===== src/rtl/cpu_pkg.sv =====
// Shared definitions for the CPU front end: instruction field layout,
// sequencer state encoding and control-instruction decode helpers.
package cpu_pkg;

  localparam int ADDR_W_DEF  = 5;
  localparam int INSTR_W_DEF = 8;
  localparam int CNT_W_DEF   = 8;

  localparam logic [1:0] OP_CTRL  = 2'b11;
  localparam int         HALT_BIT = 5;

  typedef enum logic [1:0] {
    IDLE  = 2'd0,
    FETCH = 2'd1,
    ISSUE = 2'd2,
    HALT  = 2'd3
  } state_e;

  function automatic logic is_ctrl(input logic [INSTR_W_DEF-1:0] word);
    return word[INSTR_W_DEF-1 -: 2] == OP_CTRL;
  endfunction

  function automatic logic is_halt(input logic [INSTR_W_DEF-1:0] word);
    return is_ctrl(word) && word[HALT_BIT];
  endfunction

  function automatic logic is_jump(input logic [INSTR_W_DEF-1:0] word);
    return is_ctrl(word) && !word[HALT_BIT];
  endfunction

endpackage : cpu_pkg


===== src/rtl/fetch_sequencer.sv =====
// Program sequencer: owns the pc, fetches from the instruction ROM, resolves
// JUMP/HALT locally and hands every other instruction to the datapath.
module fetch_sequencer
  import cpu_pkg::*;
#(
  parameter int ADDR_W  = ADDR_W_DEF,
  parameter int INSTR_W = INSTR_W_DEF,
  parameter int CNT_W   = CNT_W_DEF
) (
  input  logic               clk,
  input  logic               clear,
  input  logic               start,
  input  logic               stop,
  output logic [ADDR_W-1:0]  imem_addr,
  input  logic [INSTR_W-1:0] imem_data,
  output logic [INSTR_W-1:0] instr,
  output logic               instr_valid,
  input  logic               instr_ready,
  output logic               busy,
  output logic               halted,
  output logic [CNT_W-1:0]   retired
);

  state_e             state_q,   state_d;
  logic [ADDR_W-1:0]  pc_q,      pc_d;
  logic [INSTR_W-1:0] instr_q,   instr_d;
  logic [CNT_W-1:0]   retired_q, retired_d;

  logic fetch_jump;
  logic fetch_halt;

  assign fetch_jump = is_jump(imem_data);
  assign fetch_halt = is_halt(imem_data);

  always_comb begin
    // NOTE: every variable gets its hold value first so no path leaves it unassigned (no latches).
    state_d   = state_q;
    pc_d      = pc_q;
    instr_d   = instr_q;
    retired_d = retired_q;

    unique case (state_q)
      IDLE: begin
        if (start) begin
          pc_d    = '0;
          state_d = FETCH;
        end
      end

      FETCH: begin
        instr_d = imem_data;
        if (fetch_jump) begin
          // A self-targeting JUMP spins here; stop is the only graceful exit.
          pc_d = imem_data[ADDR_W-1:0];
          if (stop) state_d = IDLE;
        end else if (fetch_halt) begin
          state_d = HALT;
        end else begin
          state_d = ISSUE;
        end
      end

      ISSUE: begin
        // valid is held until accepted; stop only matters once the handshake lands.
        if (instr_ready) begin
          retired_d = retired_q + 1'b1;
          pc_d      = pc_q + 1'b1;
          state_d   = stop ? IDLE : FETCH;
        end
      end

      HALT: begin
        if (start) begin
          pc_d    = '0;
          state_d = FETCH;
        end
      end

      default: state_d = IDLE;
    endcase
  end

  always_ff @(posedge clk or negedge clear) begin
    if (!clear) begin
      state_q   <= IDLE;
      pc_q      <= '0;
      instr_q   <= '0;
      retired_q <= '0;
    end else begin
      // NOTE: non-blocking so all flops update from the same pre-edge values.
      state_q   <= state_d;
      pc_q      <= pc_d;
      instr_q   <= instr_d;
      retired_q <= retired_d;
    end
  end

  assign imem_addr   = pc_q;
  assign instr       = instr_q;
  assign instr_valid = (state_q == ISSUE);
  assign busy        = (state_q == FETCH) || (state_q == ISSUE);
  assign halted      = (state_q == HALT);
  assign retired     = retired_q;

endmodule : fetch_sequencer


===== config.mk =====
export PLATFORM = sky130hd
export DESIGN_NAME = fetch_sequencer
export DESIGN_NICKNAME = d
export VERILOG_FILES = /design/src/rtl/cpu_pkg.sv /design/src/rtl/fetch_sequencer.sv
export SDC_FILE = /design/constraint.sdc
export NUM_CORES = 1
export LEC_CHECK = 0
export ABC_AREA = 0
export BUFFER_PORTS_ARGS = -buffer_cell sky130_fd_sc_hd__buf_4
export CAP_MARGIN = 20
export CORE_MARGIN = 5
export CORE_UTILIZATION = 44
export CTS_CLUSTER_DIAMETER = 60
export DETAILED_ROUTE_END_ITERATION = 6
export GPL_TIMING_DRIVEN = 0
export PLACE_DENSITY = 0.75
export SLEW_MARGIN = 5
export SYNTH_ARGS = -nofsm -noshare
export SYNTH_HDL_FRONTEND = slang
export SYNTH_SLANG_ARGS = --single-unit
export TNS_END_PERCENT = 5

===== constraint.sdc =====
create_clock -name clk -period 1.4 [get_ports clk]
set_input_delay 0 -clock clk [delete_from_list [all_inputs] [get_ports clk]]
set_output_delay 0 -clock clk [all_outputs]
set_load 0.005 [all_outputs]

==> impl_metrics.py <==
metrics = {
    "run_status": {
        "status": "finished with violations",
        "violations": "negative setup slack",
    },
    "global_route": {
        "grt_max_degree": 24,
        "grt_pass1_vias": 976,
        "grtUsageTotal": 0.161,
        "overflow": 0,
        "grt_pass1_wl_microns": 4460,
        "antenna_found_initial": 0,
    },
    "job": {
        "cap_violations": 0,
    },
    "synthesis": {
        "synth_seq_area_share": 0.500,
        "syn_inst": 107,
        "yosysTopAreaCell": "dfrtp_1",
        "synthesis.area_sq_um": 1150,
        "netlist_top_cells_area": "dfrtp_1 50%, mux2_2 6.8%, ha_1 5.4%, o21ai_0 4.3%, inv_1 3.6%",
        "synth.top_cell.area_share": 0.500,
        "synth_seq_cells": 23,
        "yosysUniqueCellTypes": 28,
        "syn_area_per_cell_sq_um": 10.8,
        "synth_nets": 125,
        "ys_warn_count": 0,
    },
    "worst_setup_path": {
        "setup.worst_path.start_class": "flip-flop",
        "critPathKind": "reg -> reg",
        "worst_ep_required_time_ns": 1.60,
        "crit_fanout": 3,
        "cp-end-kind": "flip-flop",
        "arrival_ns": 1.74,
    },
    "cts": {
        "insertion_delay_ns": 0.31,
        "htreeDepth": 1,
        "root_buffer": "clkbuf_4",
        "clk_pin_slew_ns": 0.13,
        "numCtsBuffers": 3,
        "clock_sinks": 23,
        "clockBufferDepth": 2,
        "cts_tree": "yes",
    },
    "finish": {
        "area.growth.synth_to_final_pct": 49.3,
        "diodes": 0,
        "fillers": 193,
        "nNetsFinal": 184,
        "drive_above_1_share": 0.448,
        "fin_util": 0.688,
    },
    "route": {
        "vias": 1015,
        "wire_per_inst_microns": 14.4,
        "via_per_inst": 5.21,
        "first_pass_iters": 4,
        "ant_nets": 0,
        "wl_microns": 2810,
        "initialDrtViolationCount": 26,
        "drc_errors": 0,
    },
    "floorplan": {
        "initial_core_util": 0.460,
        "io_pins": 37,
        "die_h_microns": 61.2,
        "die_x_microns": 61.2,
        "core-area_sq_um": 2500,
        "dieArea_sq_um": 3740,
        "rows": 18,
    },
    "timing": {
        "layout_min_cycle_time_ns": 1.53,
        "fin_crit_sh": 1.10,
        "finalHoldViolations": 0,
        "grt_setup_unrepaired": "true",
        "clock.fmax_mhz": 652,
        "slew_viol_final": 0,
        "tightest_slew_ns": 0.294,
        "layout_setup_ws_ns": -0.133,
        "relSlewSlack": 0.804,
        "whs_ns": 0.0532,
        "setup_viol": 12,
        "finClkSkew_ns": 0.00580,
    },
    "placement": {
        "numPortBuffers": 36,
        "gp_congestion": 0.774,
        "post-dp-hpwl_microns": 1870,
    },
    "power": {
        "combPwrFrac": 0.561,
        "p_sw_mw": 1.20,
        "ir_worst_vdd_v": 0.00135,
        "p_leak_nw": 0.844,
        "intPower_mw": 2.12,
        "p_seq_frac": 0.347,
        "sw_frac_of_total": 0.362,
        "pwr-share-clk": 0.093,
        "p_per_area_nw_per_um2": 1930,
    },
    "hold_path": {
        "min_path_type": "in -> reg",
    },
}
## cells in the final DEF, fill, tap and decap left out, drive strengths merged, types with 4 or more instances in the layout
master | synthesis | layout
a21oi | 4 | 4
nand2 | 7 | 7
dlygate4sd3 | 0 | 9
dfrtp | 23 | 23
xnor2 | 4 | 4
nor2 | 6 | 6
inv | 11 | 11
buf | 2 | 47
o21ai | 10 | 10
o22ai | 4 | 4
clkbuf | 0 | 4
ha | 5 | 5
mux2 | 8 | 8
nand3 | 4 | 4
## per-stage QoR
step / power (mW) / area [sq um] / cells / worst slack [ns] / setup TNS, ns
finish: 3.32 / 1720 / 195 / -0.133 / -0.674
detailed placement: 2.69 / 1490 / 173 / -0.219 / -1.39
global placement: 2.63 / 1490 / 173 / -0.172 / -0.851
global route: 3.54 / 1720 / 195 / -0.159 / -1.31
floorplan: 2.04 / 1180 / 107 / -0.0486 / -0.0863
CTS: 3.18 / 1670 / 193 / -0.0834 / -0.444
## timing repair
action,4_1_cts,5_1_grt
hold buffers,9,0
pin swaps,3,1
endpoints found under the hold margin,32,0
gates resized for setup,5,10
setup endpoints to repair,13,14
setup buffers,7,2
gates cloned,0,0
## routing by layer
layer  routed length, microns  track usage
met1                     1260        0.211
met2                     1380        0.258
met3                      133       0.0294
met4                       41       0.0712
met5                        0            0
## layout make-up
type | count | area (sq um) | area share
repair buffers | 54 | 428 | 0.249
well taps | 30 | 37.5 | 0.0218
multi-input cells | 71 | 589 | 0.343
inverters | 11 | 43.8 | 0.0255
clock buffers | 4 | 26.3 | 0.0153
flip-flops and latches | 23 | 576 | 0.335
plain buffers | 2 | 18.8 | 0.0109
## sequential cells by signal, summed over array words and instances, names as in the netlist
register	count
instr	8
retired	8
imem_addr	5
state_q	2
## kinds of logic (layout without fill, tap and decap cells)
kind of cell / Yosys count / count (layout) / synth area share
compound gates: 24 / 24 / 0.140
buf+inv: 13 / 71 / 0.0446
xor+xnor: 7 / 7 / 0.0533
flops: 23 / 23 / 0.500
simple gates: 26 / 26 / 0.121
mux: 9 / 9 / 0.0870
fa+ha+maj: 5 / 5 / 0.0543
## power groups by stage
| stage | logic (mW) | clock network, mW | registers (mW) |
|---|---|---|---|
| after floorplan | 0.902 | 0 | 1.14 |
| after global placement | 1.49 | 0 | 1.14 |
| after detailed placement | 1.54 | 0 | 1.16 |
| after CTS | 1.73 | 0.314 | 1.13 |
| after global routing | 2.01 | 0.347 | 1.19 |
| final | 1.86 | 0.307 | 1.15 |
## synthesized netlist by cell type
| cell type | number |
|---|---|
| nand3_1 | 4 |
| a41oi_1 | 1 |
| o22ai_4 | 1 |
| buf_2 | 2 |
| dfrtp_1 | 23 |
| nor3_1 | 1 |
| nand2_1 | 7 |
| o21ai_0 | 10 |
| a221o_1 | 1 |
| nand4_1 | 1 |
| mux2i_1 | 1 |
| nor2_1 | 6 |
| nor2b_1 | 2 |
| nand2b_1 | 1 |
| a21oi_1 | 4 |
| mux2_1 | 1 |
| xor2_1 | 3 |
| a2bb2oi_1 | 2 |
| o21a_1 | 1 |
| nand3b_4 | 1 |
| nor3b_1 | 1 |
| o22ai_1 | 3 |
| mux2_2 | 7 |
| o311ai_0 | 1 |
| xnor2_1 | 4 |
| and3_1 | 2 |
| inv_1 | 11 |
| ha_1 | 5 |
## final timing paths
kind	endpoint	depth (start not counted)	startpoint	slack, ns
worst max-delay path	imem_addr[1]$_DFFE_PN0P_	4	state_q[0]$_DFFE_PN0P_	-0.13
worst min-delay path	state_q[1]$_DFFE_PN0P_	4	stop	0.05
worst max register to register	imem_addr[1]$_DFFE_PN0P_	4	state_q[0]$_DFFE_PN0P_	-0.13
worst min register to register	retired[7]$_DFFE_PN0P_	1	retired[7]$_DFFE_PN0P_	0.49
max in group asynchronous	retired[7]$_DFFE_PN0P_	2	clear	1.07
min in group asynchronous	instr[7]$_DFFE_PN0P_	2	clear	0.10
## worst max-delay path, cell delays in order, from the launching register on
cell,delay (ns)
dfrtp_1,0.42
inv_2,0.07
ha_4,0.25
a221o_1,0.38
mux2_4,0.31
(Power assumes the default switching activity.)
